`src/rtl/chronos_mem_pkg.sv`:
```
// Shared constants and helpers for the chronos memory arbiter slice.
package chronos_mem_pkg;

    // Originator tag stored per outstanding backend request.
    typedef enum logic {
        TAG_IMEM = 1'b0,
        TAG_DMEM = 1'b1
    } mem_tag_e;

    localparam logic MEM_RW_READ  = 1'b0;
    localparam logic MEM_RW_WRITE = 1'b1;

    // Unlocked arbitration: a lone requester wins; with both pending dmem
    // wins unless imem has been starved up to the limit.
    function automatic mem_tag_e arb_pick(
        input logic imem_val,
        input logic dmem_val,
        input logic starved
    );
        mem_tag_e pick;
        if (imem_val && !dmem_val) begin
            pick = TAG_IMEM;
        end else if (!imem_val && dmem_val) begin
            pick = TAG_DMEM;
        end else if (imem_val && dmem_val && starved) begin
            pick = TAG_IMEM;
        end else begin
            pick = TAG_DMEM;
        end
        return pick;
    endfunction

endpackage

```
`src/rtl/chronos_tag_fifo.sv`:
```
// In-order tag FIFO: remembers which requester owns each outstanding
// backend transaction so responses can be routed back in order.
module chronos_tag_fifo #(
    parameter int WIDTH = 1,
    parameter int DEPTH = 4
) (
    input  logic             clk,
    input  logic             rst,
    input  logic             push,
    input  logic [WIDTH-1:0] push_data,
    input  logic             pop,
    output logic [WIDTH-1:0] head,
    output logic             full,
    output logic             empty
);

    localparam int AW = (DEPTH > 1) ? $clog2(DEPTH) : 1;
    localparam int CW = $clog2(DEPTH + 1);

    logic [WIDTH-1:0] mem_r [DEPTH];
    logic [AW-1:0]    wr_ptr_r;
    logic [AW-1:0]    rd_ptr_r;
    logic [CW-1:0]    count_r;
    logic             push_ok_s;
    logic             pop_ok_s;

    // Guarded handshakes: a push into a full FIFO or a pop of an empty one is ignored.
    always_comb begin
        full      = (count_r == CW'(DEPTH));
        empty     = (count_r == {CW{1'b0}});
        push_ok_s = push && !full;
        pop_ok_s  = pop && !empty;
        head      = mem_r[rd_ptr_r];
    end

    // Storage write at the tail.
    always_ff @(posedge clk or negedge rst) begin
        if (!rst) begin
            mem_r <= '{default: '0};
        end else if (push_ok_s) begin
            mem_r[wr_ptr_r] <= push_data;
        end else begin
            mem_r <= mem_r;
        end
    end

    // Wrapping read/write pointers and occupancy count.
    always_ff @(posedge clk or negedge rst) begin
        if (!rst) begin
            wr_ptr_r <= {AW{1'b0}};
            rd_ptr_r <= {AW{1'b0}};
            count_r  <= {CW{1'b0}};
        end else begin
            if (push_ok_s) begin
                wr_ptr_r <= (wr_ptr_r == AW'(DEPTH - 1)) ? {AW{1'b0}} : wr_ptr_r + AW'(1);
            end
            if (pop_ok_s) begin
                rd_ptr_r <= (rd_ptr_r == AW'(DEPTH - 1)) ? {AW{1'b0}} : rd_ptr_r + AW'(1);
            end
            case ({push_ok_s, pop_ok_s})
                2'b10:   count_r <= count_r + CW'(1);
                2'b01:   count_r <= count_r - CW'(1);
                default: count_r <= count_r;
            endcase
        end
    end

endmodule

```
`src/rtl/chronos_mem_arbiter.sv`:
```
// Shares one backend memory port between instruction fetch (imem) and
// data (dmem) streams: dmem priority, imem anti-starvation, grant lock
// while the backend stalls, and in-order response routing via a tag FIFO.
module chronos_mem_arbiter
    import chronos_mem_pkg::*;
#(
    parameter int ADDR_W          = 32,
    parameter int DATA_W          = 32,
    parameter int MAX_OUTSTANDING = 4,
    parameter int STARVE_LIMIT    = 3
) (
    input  logic              clk,
    input  logic              rst,
    input  logic              imem_req_val,
    input  logic [ADDR_W-1:0] imem_req_addr,
    output logic              imem_req_rdy,
    output logic              imem_resp_val,
    output logic [DATA_W-1:0] imem_resp_data,
    input  logic              dmem_req_val,
    input  logic              dmem_req_rw,
    input  logic [ADDR_W-1:0] dmem_req_addr,
    input  logic [DATA_W-1:0] dmem_req_wdata,
    output logic              dmem_req_rdy,
    output logic              dmem_resp_val,
    output logic [DATA_W-1:0] dmem_resp_data,
    output logic              mem_req_val,
    output logic              mem_req_rw,
    output logic [ADDR_W-1:0] mem_req_addr,
    output logic [DATA_W-1:0] mem_req_wdata,
    input  logic              mem_req_rdy,
    input  logic              mem_resp_val,
    input  logic [DATA_W-1:0] mem_resp_data,
    output logic              err
);

    localparam int SW = $clog2(STARVE_LIMIT + 1);

    logic          lock_r;
    mem_tag_e      lock_tag_r;
    logic [SW-1:0] starve_cnt_r;
    logic          err_r;

    mem_tag_e      grant_s;
    logic          starved_s;
    logic          granted_val_s;
    logic          accept_s;
    logic          pop_s;
    logic          fifo_full_s;
    logic          fifo_empty_s;
    logic          fifo_head_s;
    mem_tag_e      head_tag_s;

    chronos_tag_fifo #(
        .WIDTH (1),
        .DEPTH (MAX_OUTSTANDING)
    ) u_tag_fifo (
        .clk       (clk),
        .rst       (rst),
        .push      (accept_s),
        .push_data (grant_s),
        .pop       (pop_s),
        .head      (fifo_head_s),
        .full      (fifo_full_s),
        .empty     (fifo_empty_s)
    );

    // Grant selection: a stalled request keeps its grant, otherwise arbitrate.
    always_comb begin
        starved_s = (starve_cnt_r == SW'(STARVE_LIMIT));
        if (lock_r) begin
            grant_s = lock_tag_r;
        end else begin
            grant_s = arb_pick(imem_req_val, dmem_req_val, starved_s);
        end
    end

    // Zero-latency request mux towards the backend; fetches are always reads.
    always_comb begin
        case (grant_s)
            TAG_IMEM: begin
                granted_val_s = imem_req_val;
                mem_req_rw    = MEM_RW_READ;
                mem_req_addr  = imem_req_addr;
                mem_req_wdata = {DATA_W{1'b0}};
            end
            TAG_DMEM: begin
                granted_val_s = dmem_req_val;
                mem_req_rw    = dmem_req_rw;
                mem_req_addr  = dmem_req_addr;
                mem_req_wdata = dmem_req_wdata;
            end
            default: begin
                granted_val_s = 1'b0;
                mem_req_rw    = MEM_RW_READ;
                mem_req_addr  = {ADDR_W{1'b0}};
                mem_req_wdata = {DATA_W{1'b0}};
            end
        endcase
    end

    // Handshakes and response routing; rst gating keeps every valid/ready low in reset.
    always_comb begin
        mem_req_val    = rst && granted_val_s && !fifo_full_s;
        accept_s       = mem_req_val && mem_req_rdy;
        imem_req_rdy   = accept_s && (grant_s == TAG_IMEM);
        dmem_req_rdy   = accept_s && (grant_s == TAG_DMEM);
        head_tag_s     = mem_tag_e'(fifo_head_s);
        pop_s          = rst && mem_resp_val && !fifo_empty_s;
        imem_resp_val  = pop_s && (head_tag_s == TAG_IMEM);
        dmem_resp_val  = pop_s && (head_tag_s == TAG_DMEM);
        imem_resp_data = mem_resp_data;
        dmem_resp_data = mem_resp_data;
        err            = err_r;
    end

    // Grant lock: hold the current grant while the backend refuses it.
    always_ff @(posedge clk or negedge rst) begin
        if (!rst) begin
            lock_r     <= 1'b0;
            lock_tag_r <= TAG_IMEM;
        end else if (mem_req_val && !mem_req_rdy) begin
            lock_r     <= 1'b1;
            lock_tag_r <= grant_s;
        end else begin
            lock_r     <= 1'b0;
            lock_tag_r <= lock_tag_r;
        end
    end

    // Anti-starvation counter: counts dmem wins while imem waits, saturating.
    always_ff @(posedge clk or negedge rst) begin
        if (!rst) begin
            starve_cnt_r <= {SW{1'b0}};
        end else if (!imem_req_val || imem_req_rdy) begin
            starve_cnt_r <= {SW{1'b0}};
        end else if (dmem_req_rdy && !starved_s) begin
            starve_cnt_r <= starve_cnt_r + SW'(1);
        end else begin
            starve_cnt_r <= starve_cnt_r;
        end
    end

    // Sticky error: a backend response with nothing outstanding.
    always_ff @(posedge clk or negedge rst) begin
        if (!rst) begin
            err_r <= 1'b0;
        end else if (mem_resp_val && fifo_empty_s) begin
            err_r <= 1'b1;
        end else begin
            err_r <= err_r;
        end
    end

endmodule
```
`config.mk`:
```
export PLATFORM = sky130hd
export DESIGN_NAME = chronos_mem_arbiter
export DESIGN_NICKNAME = d
export VERILOG_FILES = /design/src/rtl/chronos_mem_pkg.sv /design/src/rtl/chronos_tag_fifo.sv /design/src/rtl/chronos_mem_arbiter.sv
export SDC_FILE = /design/constraint.sdc
export NUM_CORES = 1
export LEC_CHECK = 0
export BUFFER_PORTS_ARGS = -buffer_cell sky130_fd_sc_hd__buf_2
export CAP_MARGIN = 20
export CORE_AREA = 3 3 105 107
export DETAILED_ROUTE_END_ITERATION = 6
export DIE_AREA = 0 0 108 110
export GPL_ROUTABILITY_DRIVEN = 0
export SLEW_MARGIN = 20
export SYNTH_ARGS = -nofsm -noshare
export SYNTH_HDL_FRONTEND = slang
export SYNTH_SLANG_ARGS = --single-unit
```
`constraint.sdc`:
```
create_clock -name clk -period 3.2 [get_ports clk]
set_clock_uncertainty 0.1 [all_clocks]
set_input_delay 0.32 -clock clk [delete_from_list [all_inputs] [get_ports clk]]
set_output_delay 0.32 -clock clk [all_outputs]
set_load 0.05 [all_outputs]
```
==> results.json, run 1 <==
{
  "status": "finished clean",
  "min_to": "err",
  "finalHoldViolCount": 0,
  "timing.final.crit_share_pct": 84.3,
  "pwr-share-clk_pct": 9.8,
  "yosysTopAreaCell": "buf_4",
  "setup_violations": 0,
  "p_leak_nw": 1.36,
  "placed_cell_area_um2": 2550,
  "drtIter0Drc": 34,
  "maxCapViolations": 0,
  "area_delta_synth_final_pct": 30.1,
  "async_reset_ff_share_pct": 100,
  "syn_area_per_cell_um2": 9.17,
  "synth_most_common_cell": "buf_4",
  "drive_gt1_share_pct": 67.4,
  "ios": 270,
  "die_area_um2": 11900,
  "synthCells": 218,
  "antenna_cells": 0,
  "synth_flop_cell": "dfrtp_1",
  "synth_seq_area_share_pct": 20.0,
  "final_util_pct": 25.4,
  "syn-num-nets": 361,
  "num-fill-cells": 1111,
  "dp.cells": 457,
  "design_area_um2": 2600,
  "vias": 1769,
  "worstRegToRegCells": 9,
  "combPwrFrac_pct": 67.1,
  "power.internal_w": 0.000729,
  "register_area_um2": 400,
  "routed_wl_um": 6960,
  "cp_max_fo": 10,
  "path_class": "in -> reg",
  "rows": 37,
  "postCtsSetupRepairBufs": 0,
  "yosys.area.top_type_share_pct": 24.0,
  "grt_pass1_wl_um": 8620,
  "max_stage_delay_ns": 0.51,
  "cts.sinks": 16,
  "dp.final_hpwl_um": 5950,
  "viasPerCell": 3.84,
  "nNetsFinal": 470,
  "antenna_left": 0,
  "synth_common_cells": "buf_4, mux2_2, and2_1",
  "worstReg2RegEnd": "u_tag_fifo.count_r[2]",
  "yosysWarnings": 0,
  "grt_max_degree": 74,
  "h-tree-depth": 1,
  "whs_ns": 0.183,
  "synth-seq-cells": 16,
  "rsz0062_at_grt": "no",
  "grt_pass1_vias": 1533,
  "r2r_slack_ns": 0.61,
  "max-vdd-ir-drop_mv": 0.432,
  "root_buffer": "clkbuf_8",
  "cpMostUsedCell": "inv_1",
  "cts_buffers": 3,
  "multi_input_area_um2": 1060,
  "fin_setup_tns_ns": 0,
  "synth.area.top_cells": "buf_4, dfrtp_1, mux2_2",
  "hp-start": "mem_resp_val",
  "hold_path.class": "in -> reg",
  "drt-wirelength-per-cell_um": 15.1,
  "p_sw_share_pct": 53.2,
  "p_per_area_nw_per_um2": 599,
  "yosysUniqueCellTypes": 29,
  "holdPathStages": 2,
  "timing.rr.start": "lock_r",
  "grt_use_total_pct": 9.43,
  "tightest_slew_ns": 0.519,
  "period_minus_slack_ns": 2.70,
  "start_kind": "input port",
  "critPathSlowestCell": "dlygate4sd3_1",
  "slew_violations": 0,
  "slew_headroom_pct": 65.2,
  "worstPathRequired_ns": 3.24,
  "clkTransAtPathRegs_ns": 0.06,
  "grt_overflow_total": 0,
  "pwr-share-seq_pct": 23.1,
  "cts_max_path_buffers": 2,
  "clock_latency_ns": 0.25,
  "drc": 0,
  "synth_edf_count": 0,
  "antenna_found_initial": 0,
  "core_area_um2": 10200,
  "die_x_um": 108,
  "max_freq_mhz": 371,
  "firstDrtPassIters": 4,
  "dieHeight_um": 110,
  "critPathCaptureType": "register",
  "start_util_pct": 19.5,
  "io_buffers": 173,
  "path_cells": "dlygate4sd3_1 > buf_2 > inv_1 > a221o_1 > nor3_2 > inv_1 > ha_1 > fa_1 > xnor2_1 > nor2_1 > xor2_1",
  "cts_tree": "built",
  "final_cells": 461,
  "synthesis.area_um2": 2000,
  "switching_power_w": 0.000827,
  "arrival_ns": 2.74
}
[per-stage QoR]
step	setup WS, ns	total power (W)
after floorplan	0.306	0.00136
after global placement	0.635	0.00140
after detailed placement	0.611	0.00142
after CTS	0.504	0.00157
after global routing	0.364	0.00165
final	0.504	0.00156
[cell families after synthesis]
logic type | after synthesis | share of synthesized area [%]
buffers and inverters | 79 | 27.4
AND/OR/NAND/NOR | 63 | 18.9
multiplexers | 42 | 24.2
flip-flops | 16 | 20.0
adder cells (fa/ha/maj) | 8 | 5.38
AO/OA/AOI/OAI | 7 | 2.69
XOR/XNOR | 3 | 1.32
[flip-flops by register name, summed over array words and instances, names as in the netlist]
name and count:
u_tag_fifo.count_r 3, u_tag_fifo.wr_ptr_r 2, u_tag_fifo.rd_ptr_r 2, err 1, starve_cnt_r 2, u_tag_fifo.mem_r 4
lock_r 1, lock_tag_r 1
[critical path: cells and delay by family]
| kind | cells | cell delay (ns) |
|---|---|---|
| buffers and inverters | 4 | 0.73 |
| AND/OR/NAND/NOR | 2 | 0.38 |
| XOR/XNOR | 2 | 0.29 |
| AO/OA/AOI/OAI | 1 | 0.40 |
| adder cells (fa/ha/maj) | 2 | 0.62 |
[metal layers]
layer	global-route usage [%]	up-vias	wire length, um
li1	-	872	-
met1	12.4	773	2840
met2	15.0	115	3330
met3	3.09	9	730
met4	2.25	0	63
met5	0	-	0
[what timing repair did]
action | 4_1_cts | 5_1_grt
endpoints found under the setup margin | 0 | 0
hold buffers | 1 | 0
hold endpoints to repair | 16 | 0
gates resized for setup | 0 | 0
[worst max-delay path by stage]
stage	to	cells past startpoint	start
2_1_floorplan	imem_req_rdy	4	lock_r
3_3_place_gp	u_tag_fifo.count_r[2]	9	lock_r
3_5_place_dp	u_tag_fifo.count_r[2]	9	lock_r
4_1_cts	u_tag_fifo.count_r[2]	11	rst
5_1_grt	u_tag_fifo.count_r[2]	11	rst
6_report	u_tag_fifo.count_r[2]	11	rst
[power by group through the flow]
stage	logic (W)	registers, W	clock network (W)
after floorplan	0.00101	0.000353	0
after global placement	0.00104	0.000358	0
after detailed placement	0.00105	0.000362	0
after CTS	0.00106	0.000359	0.000158
after global routing	0.00111	0.000375	0.000167
final	0.00104	0.000359	0.000153
[layout by cell type, fill, tap and decap left out, types with 2 or more instances in the layout]
cell,count
a21o_1,2
and2_1,34
buf_2,173
clkbuf_8,3
dfrtp_1,16
ha_1,7
inv_1,7
mux2_1,6
mux2_2,35
nand2_1,7
nand2b_1,2
nor2_1,5
nor2b_1,2
nor3_1,6
nor3_2,3
o22ai_1,2
xnor2_1,2
[area by class of cell]
cell class	count	share of cell area, %
flip-flops and latches	16	15.4
well taps	136	6.55
multi-input cells	123	40.7
inverters	7	1.01
clock buffers	3	1.59
repair buffers	176	34.8
No activity file was read; power rests on OpenSTA's default activity.
==> inputs of run 2 (changes only) <==
--- a/config.mk
+++ b/config.mk
@@ -7,9 +7,9 @@
 export LEC_CHECK = 0
 export BUFFER_PORTS_ARGS = -buffer_cell sky130_fd_sc_hd__buf_2
 export CAP_MARGIN = 20
-export CORE_AREA = 3 3 105 107
+export CORE_AREA = 3 3 104 106
 export DETAILED_ROUTE_END_ITERATION = 6
-export DIE_AREA = 0 0 108 110
+export DIE_AREA = 0 0 107 109
 export GPL_ROUTABILITY_DRIVEN = 0
 export SLEW_MARGIN = 20
 export SYNTH_ARGS = -nofsm -noshare
==> constraint.sdc (replaced) <==
create_clock -name clk -period 2.3 [get_ports clk]
set_clock_uncertainty 0.1 [all_clocks]
set_input_delay 0.23 -clock clk [delete_from_list [all_inputs] [get_ports clk]]
set_output_delay 0.23 -clock clk [all_outputs]
set_load 0.05 [all_outputs]
==> results.json, run 2 (synthesized netlist as in run 1, its figures left out) <==
{
  "pwr-share-seq_pct": 17.9,
  "hold_path.class": "in -> reg",
  "io_buffers": 173,
  "drc": 0,
  "slew_headroom_pct": 79.0,
  "grt_use_total_pct": 13.2,
  "clkTransAtPathRegs_ns": 0.07,
  "timing.final.crit_share_pct": 100,
  "firstDrtPassIters": 3,
  "max_freq_mhz": 435,
  "die_x_um": 107,
  "min_to": "err",
  "p_per_area_nw_per_um2": 784,
  "arrival_ns": 1.97,
  "status": "finished clean",
  "switching_power_w": 0.00129,
  "rsz0062_at_grt": "yes",
  "largest_reg_flops": 4,
  "tightest_slew_ns": 0.312,
  "placed_cell_area_um2": 2630,
  "core_area_um2": 9860,
  "area_delta_synth_final_pct": 75.6,
  "cp_max_fo": 7,
  "cts_max_path_buffers": 2,
  "ios": 270,
  "p_leak_nw": 1.79,
  "power.internal_w": 0.00146,
  "antenna_left": 0,
  "drive_gt1_share_pct": 76.7,
  "holdPathStages": 2,
  "viasPerCell": 4.05,
  "drt-wirelength-per-cell_um": 17.8,
  "reg_top3": "u_tag_fifo.mem_r: 4 flops, u_tag_fifo.count_r: 3 flops",
  "grt_max_degree": 22,
  "worstReg2RegEnd": "u_tag_fifo.count_r[2]",
  "finalPower_w": 0.00275,
  "combPwrFrac_pct": 72.6,
  "clock_latency_ns": 0.26,
  "grt_pass1_vias": 2036,
  "setup_violations": 0,
  "worst_slack_ns": 0.000371,
  "root_buffer": "clkbuf_8",
  "whs_ns": 0.0985,
  "drtIter0Drc": 74,
  "critPathCaptureType": "primary output",
  "p_sw_share_pct": 46.9,
  "antenna_cells": 0,
  "die_area_um2": 11700,
  "dieHeight_um": 109,
  "design_area_um2": 3510,
  "final_util_pct": 35.6,
  "start_util_pct": 20.3,
  "start_kind": "register",
  "max-vdd-ir-drop_mv": 0.586,
  "maxCapViolations": 0,
  "cts_buffers": 3,
  "routed_wl_um": 8570,
  "dp.final_hpwl_um": 6510,
  "hp-start": "mem_resp_val",
  "final_common_cell": "buf_2",
  "slew_violations": 0,
  "r2r_slack_ns": 0.04,
  "num-fill-cells": 1017,
  "grt_pass1_wl_um": 11700,
  "cts.sinks": 16,
  "path_class": "reg -> out",
  "worstRegToRegCells": 9,
  "rows": 36,
  "final_cell_mix": "buf_2, buf_6, mux2_2, and2_1, mux2_4",
  "vias": 1948,
  "dp_slack_ns": 0.0481,
  "period_minus_slack_ns": 2.30,
  "worstPathRequired_ns": 1.97,
  "finalHoldViolCount": 0,
  "regMostFlops": "u_tag_fifo.mem_r",
  "h-tree-depth": 1,
  "grt_overflow_total": 0,
  "timing.rr.start": "lock_r",
  "pwr-share-clk_pct": 9.5,
  "antenna_found_initial": 0,
  "cts_tree": "built",
  "nNetsFinal": 492
}
==> run 2: cell types whose count changed in the layout (fill, tap and decap cells not counted), sizes merged <==
cell,previous run,this run
buf,175,196
clkbuf,3,5
==> run 2: per-layer routing <==
metal  part of all wire, %  routed length (um)  vias up  GRT usage, %
met2                    49                4160      129          22.4
li1                      -                   -      911             -
met4                  0.65                  56        0          2.65
met3                    11                 958        7          4.97
met5                     0                   0        -             0
met1                    40                3390      901          16.1
==> run 2: power groups by stage <==
stage / sequential [W] / clock [W] / combinational, W
floorplan: 0.000492 / 0 / 0.00142
global placement: 0.000496 / 0 / 0.00152
detailed placement: 0.000501 / 0 / 0.00154
CTS: 0.000496 / 0.000266 / 0.00191
global route: 0.000512 / 0.000277 / 0.00212
finish: 0.000493 / 0.000261 / 0.00200
==> run 2: stage by stage <==
step / instances / TNS (ns)
finish: 481 / 0
global route: 481 / -1.12
CTS: 474 / -0.772
detailed placement: 461 / 0
global placement: 461 / 0
floorplan: 218 / 0
==> run 2: worst max path at each step <==
stage          cells past startpoint                    end  slack (ns)             from
6_report                           7       mem_req_addr[25]      0.0004  starve_cnt_r[0]
5_1_grt                            7       mem_req_addr[25]       -0.07  starve_cnt_r[1]
4_1_cts                            7       mem_req_addr[23]       -0.06  starve_cnt_r[0]
3_5_place_dp                       7      mem_req_wdata[29]        0.05  starve_cnt_r[0]
3_3_place_gp                       9  u_tag_fifo.count_r[2]        0.11           lock_r
2_1_floorplan                     10  u_tag_fifo.count_r[2]        0.02           lock_r
==> run 2: worst max-delay path, stage by stage (launching register included) <==
cell and delay (ns):
dfrtp_1 0.39, ha_2 0.18, nand2b_4 0.14, a21oi_4 0.24, buf_12 0.16, buf_16 0.13
mux2_4 0.32, buf_8 0.15
==> run 2: area by class of cell <==
| cell class | count | area, um2 | share of cell area, % |
|---|---|---|---|
| clock buffer | 4 | 55.1 | 1.57 |
| inverter | 7 | 26.3 | 0.749 |
| multi-input combinational | 123 | 1210 | 34.6 |
| sequential | 16 | 400 | 11.4 |
| tap | 133 | 166 | 4.74 |
| timing repair buffer | 198 | 1650 | 47.0 |
==> run 2: timing repair <==
item | 4_1_cts | 5_1_grt
hold endpoints to repair | 16 | 0
resized for setup | 148 | 44
hold buffers | 1 | 0
gates cloned | 4 | 0
endpoints found under the setup margin | 49 | 69
setup buffers | 4 | 8
pin swaps | 1 | 6
